### config.mk
export PLATFORM = sky130hd
export DESIGN_NAME = cook_sequencer_flat
export DESIGN_NICKNAME = d
export VERILOG_FILES = /design/src/rtl/microwave_pkg.sv /design/src/rtl/cook_sequencer_if.sv /design/src/rtl/power_duty_gen.sv /design/src/rtl/cook_sequencer.sv /design/src/flat_wrapper.sv
export SDC_FILE = /design/constraint.sdc
export NUM_CORES = 1
export LEC_CHECK = 0
export BUFFER_PORTS_ARGS = -buffer_cell sky130_fd_sc_hd__buf_2
export CAP_MARGIN = 5
export CORE_MARGIN = 1.5
export CORE_UTILIZATION = 40
export DETAILED_ROUTE_END_ITERATION = 12
export PLACE_DENSITY = 0.62
export SLEW_MARGIN = 20
export SYNTH_ARGS = -nofsm -noshare
export SYNTH_HDL_FRONTEND = slang
export SYNTH_HIERARCHICAL = 1
export SYNTH_SLANG_ARGS = --single-unit
### constraint.sdc
create_clock -name clock -period 2.8 [get_ports clock]
set_clock_uncertainty 0.2 [all_clocks]
set_input_delay 0.28 -clock clock [delete_from_list [all_inputs] [get_ports clock]]
set_output_delay 0.28 -clock clock [all_outputs]
set_load 0.01 [all_outputs]
### src/rtl/microwave_pkg.sv
// Shared types and constants for the microwave front-panel sequencer.
package microwave_pkg;

  localparam int unsigned MAX_DIGITS    = 3;
  localparam int unsigned DUTY_SLOTS    = 10;
  localparam int unsigned DEFAULT_POWER = 10;
  localparam int unsigned DONE_HOLD     = 6;

  localparam int unsigned DIGIT_W = 4;
  localparam int unsigned PWR_W   = 4;
  localparam int unsigned SLOT_W  = 4;
  localparam int unsigned CNT_W   = 2;
  localparam int unsigned HOLD_W  = 3;

  localparam logic [DIGIT_W-1:0] KEY_POWER = 4'hA;

  typedef enum logic [2:0] {
    ST_IDLE,
    ST_ENTRY,
    ST_COOK,
    ST_PAUSE,
    ST_DONE
  } state_t;

endpackage

### src/rtl/cook_sequencer_if.sv
// Keypad/command inputs and timer/magnetron outputs of the cook sequencer.
interface cook_sequencer_if;
  logic       tick_1hz;
  logic       key_valid;
  logic [3:0] key_code;
  logic       start_p;
  logic       stop_p;
  logic       clear_p;
  logic       door_closed;
  logic       timer_zero;
  logic       timer_load;
  logic [3:0] timer_digit;
  logic       timer_clr;
  logic       timer_en;
  logic       mag_on;
  logic       done;
  logic       chime;

  modport master (
    output tick_1hz, key_valid, key_code, start_p, stop_p, clear_p, door_closed, timer_zero,
    input  timer_load, timer_digit, timer_clr, timer_en, mag_on, done, chime
  );

  modport slave (
    input  tick_1hz, key_valid, key_code, start_p, stop_p, clear_p, door_closed, timer_zero,
    output timer_load, timer_digit, timer_clr, timer_en, mag_on, done, chime
  );
endinterface

### src/rtl/power_duty_gen.sv
// Magnetron duty-cycle generator: 1 s slot counter compared against the power level.
module power_duty_gen
  import microwave_pkg::*;
(
  input  logic             clock,
  input  logic             reset,
  input  logic             tick,
  input  logic             run,
  input  logic             hold,
  input  logic [PWR_W-1:0] power,
  output logic             mag_q
);

  logic [SLOT_W-1:0] slot_q, slot_d;

  // Slot advances while running, freezes while held, otherwise restarts at 0.
  always_comb begin
    slot_d = '0;
    if (run && tick) begin
      slot_d = (slot_q == SLOT_W'(DUTY_SLOTS - 1)) ? '0 : slot_q + SLOT_W'(1);
    end else if (run || hold) begin
      slot_d = slot_q;
    end
  end

  always_ff @(posedge clock) begin
    if (reset) begin
      slot_q <= '0;
      mag_q  <= 1'b0;
    end else begin
      slot_q <= slot_d;
      mag_q  <= (slot_d < power);
    end
  end

endmodule

### src/rtl/cook_sequencer.sv
// Microwave front-panel sequencer: keypad entry, timer strobes, cook/pause/done control.
// Optional feature: define CHIME_EN to drive the audible chime during DONE.
module cook_sequencer
  import microwave_pkg::*;
(
  input  logic             clock,
  input  logic             reset,
  cook_sequencer_if.slave  bus
);

  state_t              state_q, state_d;
  logic [PWR_W-1:0]    power_q, power_d;
  logic [CNT_W-1:0]    digit_cnt_q, digit_cnt_d;
  logic                pwr_arm_q, pwr_arm_d;
  logic                pend_q, pend_d;
  logic [DIGIT_W-1:0]  pend_digit_q, pend_digit_d;
  logic [HOLD_W-1:0]   hold_cnt_q, hold_cnt_d;
  logic                timer_load_q, timer_load_d;
  logic [DIGIT_W-1:0]  timer_digit_q, timer_digit_d;
  logic                timer_clr_q, timer_clr_d;
  logic                timer_en_q, timer_en_d;
  logic                done_q, done_d;
  logic                mag_q;
  logic                key_digit, key_power;

  assign key_digit = bus.key_valid && (bus.key_code <= 4'd9);
  assign key_power = bus.key_valid && (bus.key_code == KEY_POWER);

  always_comb begin
    state_d       = state_q;
    power_d       = power_q;
    digit_cnt_d   = digit_cnt_q;
    pwr_arm_d     = pwr_arm_q;
    pend_d        = pend_q;
    pend_digit_d  = pend_digit_q;
    hold_cnt_d    = hold_cnt_q;
    timer_load_d  = 1'b0;
    timer_digit_d = '0;
    timer_clr_d   = 1'b0;

    case (state_q)
      ST_IDLE: begin
        // First digit clears the timer now and is shifted in on the next cycle.
        if (key_digit) begin
          timer_clr_d  = 1'b1;
          pend_d       = 1'b1;
          pend_digit_d = bus.key_code;
          digit_cnt_d  = CNT_W'(1);
          state_d      = ST_ENTRY;
        end else if (key_power) begin
          pwr_arm_d = 1'b1;
          state_d   = ST_ENTRY;
        end
      end

      ST_ENTRY: begin
        if (pend_q) begin
          timer_load_d  = 1'b1;
          timer_digit_d = pend_digit_q;
          pend_d        = 1'b0;
        end
        if (bus.clear_p) begin
          timer_load_d  = 1'b0;
          timer_digit_d = '0;
          timer_clr_d   = 1'b1;
          power_d       = PWR_W'(DEFAULT_POWER);
          state_d       = ST_IDLE;
        end else if (!bus.stop_p && bus.start_p && bus.door_closed && !bus.timer_zero) begin
          state_d = ST_COOK;
        end else if (key_digit && !pend_q) begin
          if (pwr_arm_q) begin
            power_d   = (bus.key_code == 4'd0) ? PWR_W'(DEFAULT_POWER) : PWR_W'(bus.key_code);
            pwr_arm_d = 1'b0;
          end else if (digit_cnt_q < CNT_W'(MAX_DIGITS)) begin
            timer_load_d  = 1'b1;
            timer_digit_d = bus.key_code;
            digit_cnt_d   = digit_cnt_q + CNT_W'(1);
          end
        end else if (key_power) begin
          pwr_arm_d = 1'b1;
        end
      end

      ST_COOK: begin
        if (bus.clear_p) begin
          timer_clr_d = 1'b1;
          power_d     = PWR_W'(DEFAULT_POWER);
          state_d     = ST_IDLE;
        end else if (bus.stop_p || !bus.door_closed) begin
          state_d = ST_PAUSE;
        end else if (bus.timer_zero) begin
          hold_cnt_d = '0;
          state_d    = ST_DONE;
        end
      end

      ST_PAUSE: begin
        if (bus.clear_p || bus.stop_p) begin
          timer_clr_d = 1'b1;
          power_d     = PWR_W'(DEFAULT_POWER);
          state_d     = ST_IDLE;
        end else if (bus.start_p && bus.door_closed) begin
          state_d = ST_COOK;
        end
      end

      ST_DONE: begin
        if (bus.key_valid || bus.clear_p || bus.stop_p) begin
          state_d = ST_IDLE;
        end else if (bus.tick_1hz) begin
          if (hold_cnt_q == HOLD_W'(DONE_HOLD - 1)) begin
            state_d = ST_IDLE;
          end else begin
            hold_cnt_d = hold_cnt_q + HOLD_W'(1);
          end
        end
      end

      default: state_d = ST_IDLE;
    endcase

    // Entry bookkeeping starts fresh every time the panel returns to idle.
    if (state_d == ST_IDLE) begin
      digit_cnt_d = '0;
      pwr_arm_d   = 1'b0;
      pend_d      = 1'b0;
    end

    timer_en_d = (state_d == ST_COOK);
    done_d     = (state_d == ST_DONE);
  end

  always_ff @(posedge clock) begin
    if (reset) begin
      state_q       <= ST_IDLE;
      power_q       <= PWR_W'(DEFAULT_POWER);
      digit_cnt_q   <= '0;
      pwr_arm_q     <= 1'b0;
      pend_q        <= 1'b0;
      pend_digit_q  <= '0;
      hold_cnt_q    <= '0;
      timer_load_q  <= 1'b0;
      timer_digit_q <= '0;
      timer_clr_q   <= 1'b0;
      timer_en_q    <= 1'b0;
      done_q        <= 1'b0;
    end else begin
      state_q       <= state_d;
      power_q       <= power_d;
      digit_cnt_q   <= digit_cnt_d;
      pwr_arm_q     <= pwr_arm_d;
      pend_q        <= pend_d;
      pend_digit_q  <= pend_digit_d;
      hold_cnt_q    <= hold_cnt_d;
      timer_load_q  <= timer_load_d;
      timer_digit_q <= timer_digit_d;
      timer_clr_q   <= timer_clr_d;
      timer_en_q    <= timer_en_d;
      done_q        <= done_d;
    end
  end

  power_duty_gen u_duty (
    .clock (clock),
    .reset (reset),
    .tick  (bus.tick_1hz),
    .run   (state_q == ST_COOK),
    .hold  (state_q == ST_PAUSE),
    .power (power_q),
    .mag_q (mag_q)
  );

  assign bus.timer_load  = timer_load_q;
  assign bus.timer_digit = timer_digit_q;
  assign bus.timer_clr   = timer_clr_q;
  assign bus.timer_en    = timer_en_q;
  assign bus.done        = done_q;
  // Door opening must kill the magnetron without waiting for a clock edge.
  assign bus.mag_on      = mag_q && bus.door_closed && (state_q == ST_COOK);

`ifdef CHIME_EN
  logic chime_q;

  // Chime sounds on the odd-numbered tick periods of the DONE hold.
  always_ff @(posedge clock) begin
    if (reset) begin
      chime_q <= 1'b0;
    end else begin
      chime_q <= (state_d == ST_DONE) && !hold_cnt_d[0];
    end
  end

  assign bus.chime = chime_q;
`else
  assign bus.chime = 1'b0;
`endif

endmodule
### src/flat_wrapper.sv
// flat-port wrapper written by rule: the top's interface ports become plain ports
module cook_sequencer_flat import microwave_pkg::*;
  (clock, reset, bus_tick_1hz, bus_key_valid, bus_key_code, bus_start_p, bus_stop_p, bus_clear_p, bus_door_closed, bus_timer_zero, bus_timer_load, bus_timer_digit, bus_timer_clr, bus_timer_en, bus_mag_on, bus_done, bus_chime);
  cook_sequencer_if bus_i ();
  input  logic clock;
  input  logic reset;
  input wire logic [$bits(bus_i.tick_1hz)-1:0] bus_tick_1hz;
  input wire logic [$bits(bus_i.key_valid)-1:0] bus_key_valid;
  input wire logic [$bits(bus_i.key_code)-1:0] bus_key_code;
  input wire logic [$bits(bus_i.start_p)-1:0] bus_start_p;
  input wire logic [$bits(bus_i.stop_p)-1:0] bus_stop_p;
  input wire logic [$bits(bus_i.clear_p)-1:0] bus_clear_p;
  input wire logic [$bits(bus_i.door_closed)-1:0] bus_door_closed;
  input wire logic [$bits(bus_i.timer_zero)-1:0] bus_timer_zero;
  output wire logic [$bits(bus_i.timer_load)-1:0] bus_timer_load;
  output wire logic [$bits(bus_i.timer_digit)-1:0] bus_timer_digit;
  output wire logic [$bits(bus_i.timer_clr)-1:0] bus_timer_clr;
  output wire logic [$bits(bus_i.timer_en)-1:0] bus_timer_en;
  output wire logic [$bits(bus_i.mag_on)-1:0] bus_mag_on;
  output wire logic [$bits(bus_i.done)-1:0] bus_done;
  output wire logic [$bits(bus_i.chime)-1:0] bus_chime;
  assign bus_i.tick_1hz = bus_tick_1hz;
  assign bus_i.key_valid = bus_key_valid;
  assign bus_i.key_code = bus_key_code;
  assign bus_i.start_p = bus_start_p;
  assign bus_i.stop_p = bus_stop_p;
  assign bus_i.clear_p = bus_clear_p;
  assign bus_i.door_closed = bus_door_closed;
  assign bus_i.timer_zero = bus_timer_zero;
  assign bus_timer_load = bus_i.timer_load;
  assign bus_timer_digit = bus_i.timer_digit;
  assign bus_timer_clr = bus_i.timer_clr;
  assign bus_timer_en = bus_i.timer_en;
  assign bus_mag_on = bus_i.mag_on;
  assign bus_done = bus_i.done;
  assign bus_chime = bus_i.chime;
  cook_sequencer u_core (.clock(clock), .reset(reset), .bus(bus_i));
endmodule
==> impl_results.md <==
- TritonCTS clock tree: built
- Number of placed I/O pins: 23
- Logic pwr share: 0.101
- Final hold viol count: 0
- # resized after CTS: 0
- Buffers from clock root to sink, at most: 2
- Total Routed Length: 3802 um
- Count of different cell masters after synthesis: 55
- Critical path capture point type: register
- Worst setup path class: reg -> reg
- Slowest stage delay, CP: 0.36 ns
- Layout cell share with drive strength beyond 1: 0.2000
- Worst slew margin: 0.6704
- Max Cap Violations: 0
- # hold bufs at CTS: 0
- Kind of cell adding the most delay to the critical path: simple AND/OR/NAND/NOR gates
- Buffer type at the clock tree root: sky130_fd_sc_hd__clkbuf_8
- Final core utilization: 0.4898
- Final Setup Violations: 0
- Startpoint type of the worst setup path: register
- Fraction of registers with async set/reset: 0
- Global-route total usage across every layer: 0.1744
- Synth Warn #: 6
- Post-synthesis instance area: 1752 um2
- Total inserted antenna cells: 0
- Grt total ovfl: 0
- Cell leakage power: 0.8567 nW
- Antenna Nets Post-Route: 0
- Hold Path Class: in -> reg
- IR drop worst, VDD: 0.1693 mV
- EDFF count, synth: 0
- Critical path buffer and inverter count: 1
- Highest-delay cell along the critical path: sky130_fd_sc_hd__or3b_1
- Cell breakdown of the critical path: inv_1 > nor3_2 > and2_4 > or3b_1 > nand3_1 > ha_1 > nor2b_1 > a2111oi_2
- Clock input transition at the sequential cells of the worst setup and hold paths: 0.07 ns
- Net total in the final layout: 250
- Synth Instances: 205
- Wire length of the first global-routing pass: 6782 um
- Clk_lat worst skew: 0.28 ns
- Average instance area after synthesis: 8.545 um2
- Starting utilization of the core area: 0.4257
- Unrepaired setup endpoints after global routing: false
- Post-synthesis net count: 226
- Detail-routed net length per standard cell: 13.58 um
- Standard-cell rows: 23
- Area Overhead vs Synth: 15.07%
- Die extent in y: 69.18 um
- Hold Path Stages: 3
- Transition time of the tightest slew-check pin: 0.4877 ns
- Worst Reg2Reg Path Length in Cells: 8
- Share of the clock period used by the worst path: 0.8232
- Placement Setup Slack: 0.5321 ns
- PnR Total Power: 0.0009448 W
- Max Clk Rate: 433.8 MHz
- Switching power as a share of total power: 0.2476
- Sequential fraction of the synthesis area: 0.3543
- Arrival time of the worst setup path: 2.28 ns
- Count of buffers from port buffering: 21
- Commonest non-fill, non-tap cells in the layout: 31 x sky130_fd_sc_hd__dfxtp_1, 21 x sky130_fd_sc_hd__buf_2, 21 x sky130_fd_sc_hd__nor2_1
- Clock group share of total power: 0.415
- Largest net degree at the start of global routing: 21
- Design internal power: 0.0007108 W
- Register bit count reported by yosys: 31
- Post-CTS setup buffer count: 0
- Number of H-tree levels: 2
- Most used flip-flop cell after synthesis: sky130_fd_sc_hd__dfxtp_1
- Switching power total: 0.0002340 W
- Estimated wirelength of the detail-placed design: 2824 um
- Number of gates on the worst path with buffers counted: 8
- Routability congestion estimate from global placement: 0.7732
- Number of remaining DRC errors: 0
- CP Max Fanout: 5
- CTS sink count: 31
- Number of buffers created by CTS: 5
- Die X-Extent: 69.18 um
- Run status: finished, final reports clean
- Minimum period implied by the final worst setup slack: 2.305 ns
- Required time at the worst-slack endpoint: 2.78 ns
- Most frequent standard cell in the layout excluding fill and tap cells: sky130_fd_sc_hd__dfxtp_1
- Total negative slack for setup checks: 0 ns
- Detailed-route via count: 1,547
- Initial antenna violation count: 0
- Worst setup slack after layout: 0.4950 ns
- Post-detailed-route via-to-cell ratio: 5.525
- Sequential group share of total power: 0.484
- Cell Pwr Density: 468.7 nW/um2
- Initial DRC Count: 80
- DR pass1 iterations: 4
- Core outline area: 4115 um2
- Die outline area: 4785 um2
- Total count of max-transition violations in the final report: 0
- Number of global-route vias before repair: 1,485
## registers in the layout, indices dropped and copies added (netlist names), 2 cells and up
| signal | count |
|---|---|
| u_core/digit_cnt_q | 2 |
| u_core/bus.timer_digit | 4 |
| u_core/state_q | 3 |
| u_core/hold_cnt_q | 3 |
| u_core/power_q | 4 |
| u_core/u_duty/slot_q | 4 |
| u_core/pend_digit_q | 4 |
## cell usage after synthesis (4+ instances only)
| master | n | area share |
|---|---|---|
| sky130_fd_sc_hd__nand4_1 | 5 | 0.018 |
| sky130_fd_sc_hd__nor3_1 | 10 | 0.029 |
| sky130_fd_sc_hd__a21oi_1 | 8 | 0.023 |
| sky130_fd_sc_hd__clkbuf_1 | 5 | 0.011 |
| sky130_fd_sc_hd__ha_1 | 8 | 0.057 |
| sky130_fd_sc_hd__nand3b_1 | 5 | 0.021 |
| sky130_fd_sc_hd__dfxtp_1 | 31 | 0.35 |
| sky130_fd_sc_hd__nor2_1 | 21 | 0.045 |
| sky130_fd_sc_hd__o21ai_0 | 8 | 0.023 |
| sky130_fd_sc_hd__a22oi_1 | 5 | 0.021 |
| sky130_fd_sc_hd__nand2_1 | 17 | 0.036 |
| sky130_fd_sc_hd__inv_1 | 7 | 0.015 |
| sky130_fd_sc_hd__nand3_1 | 9 | 0.026 |
| sky130_fd_sc_hd__a31oi_1 | 4 | 0.014 |
| sky130_fd_sc_hd__nor2b_1 | 7 | 0.025 |
| sky130_fd_sc_hd__mux2i_1 | 6 | 0.034 |
## stage by stage
step | cell area [um2] | instances | hold WS (ns)
detailed placement | 1912 | 272 | 0.2614
global placement | 1912 | 272 | 0.2559
finish | 2016 | 280 | 0.1011
CTS | 2016 | 280 | 0.09609
global route | 2016 | 280 | 0.1222
floorplan | 1757 | 205 | 0.1466
## routing by layer
metal / share of wire / up-vias / GRT usage
li1: - / 802 / -
met1: 0.51 / 714 / 0.2387
met2: 0.44 / 24 / 0.2650
met3: 0.038 / 7 / 0.04942
met4: 0.016 / 0 / 0.05664
met5: 0 / - / 0
## power groups by stage
stage                     clock network [W]  logic (W)  registers (W)
final                              0.000392  0.0000955       0.000457
after CTS                          0.000407  0.0000953       0.000457
after global placement                    0  0.0000954       0.000467
after detailed placement                  0  0.0000950       0.000467
after floorplan                           0  0.0000629       0.000466
after global routing               0.000428   0.000109       0.000459
## worst min-delay path: stages
cell and delay [ns]:
sky130_fd_sc_hd__buf_2 0.13, sky130_fd_sc_hd__nand3_1 0.07, sky130_fd_sc_hd__o21ai_0 0.06
## worst paths after layout
kind,start,slack [ns],endpoint
worst max-delay path,u_core/state_q[1]$_SDFF_PP0_,0.50,u_core/u_duty/mag_q$_SDFF_PP0_
worst min-delay path,bus_key_code[2],0.10,u_core/power_q[2]$_SDFFE_PP0P_
worst max register to register,u_core/state_q[1]$_SDFF_PP0_,0.50,u_core/u_duty/mag_q$_SDFF_PP0_
worst min register to register,u_core/power_q[2]$_SDFFE_PP0P_,0.27,u_core/power_q[2]$_SDFFE_PP0P_
## cell type report
type / instances / area (um2)
fillers: 418 / 2100
multi-input cells: 158 / 1060
flip-flops and latches: 31 / 620.6
repair buffers: 26 / 142.6
clock buffers: 7 / 96.34
well taps: 50 / 62.56
inverters: 7 / 26.28
clock inverters: 1 / 7.507
## cell families after synthesis
group                    count (synthesis)  synth area share
AO/OA/AOI/OAI                           45            0.1872
multiplexers                             6           0.03429
other                                    1          0.002141
adder cells (fa/ha/maj)                  8           0.05715
buffers and inverters                   16           0.04357
AND/OR/NAND/NOR                         96            0.3114
XOR/XNOR                                 2           0.01000
flip-flops                              31            0.3543
No activity file was read; power rests on OpenSTA's default activity.
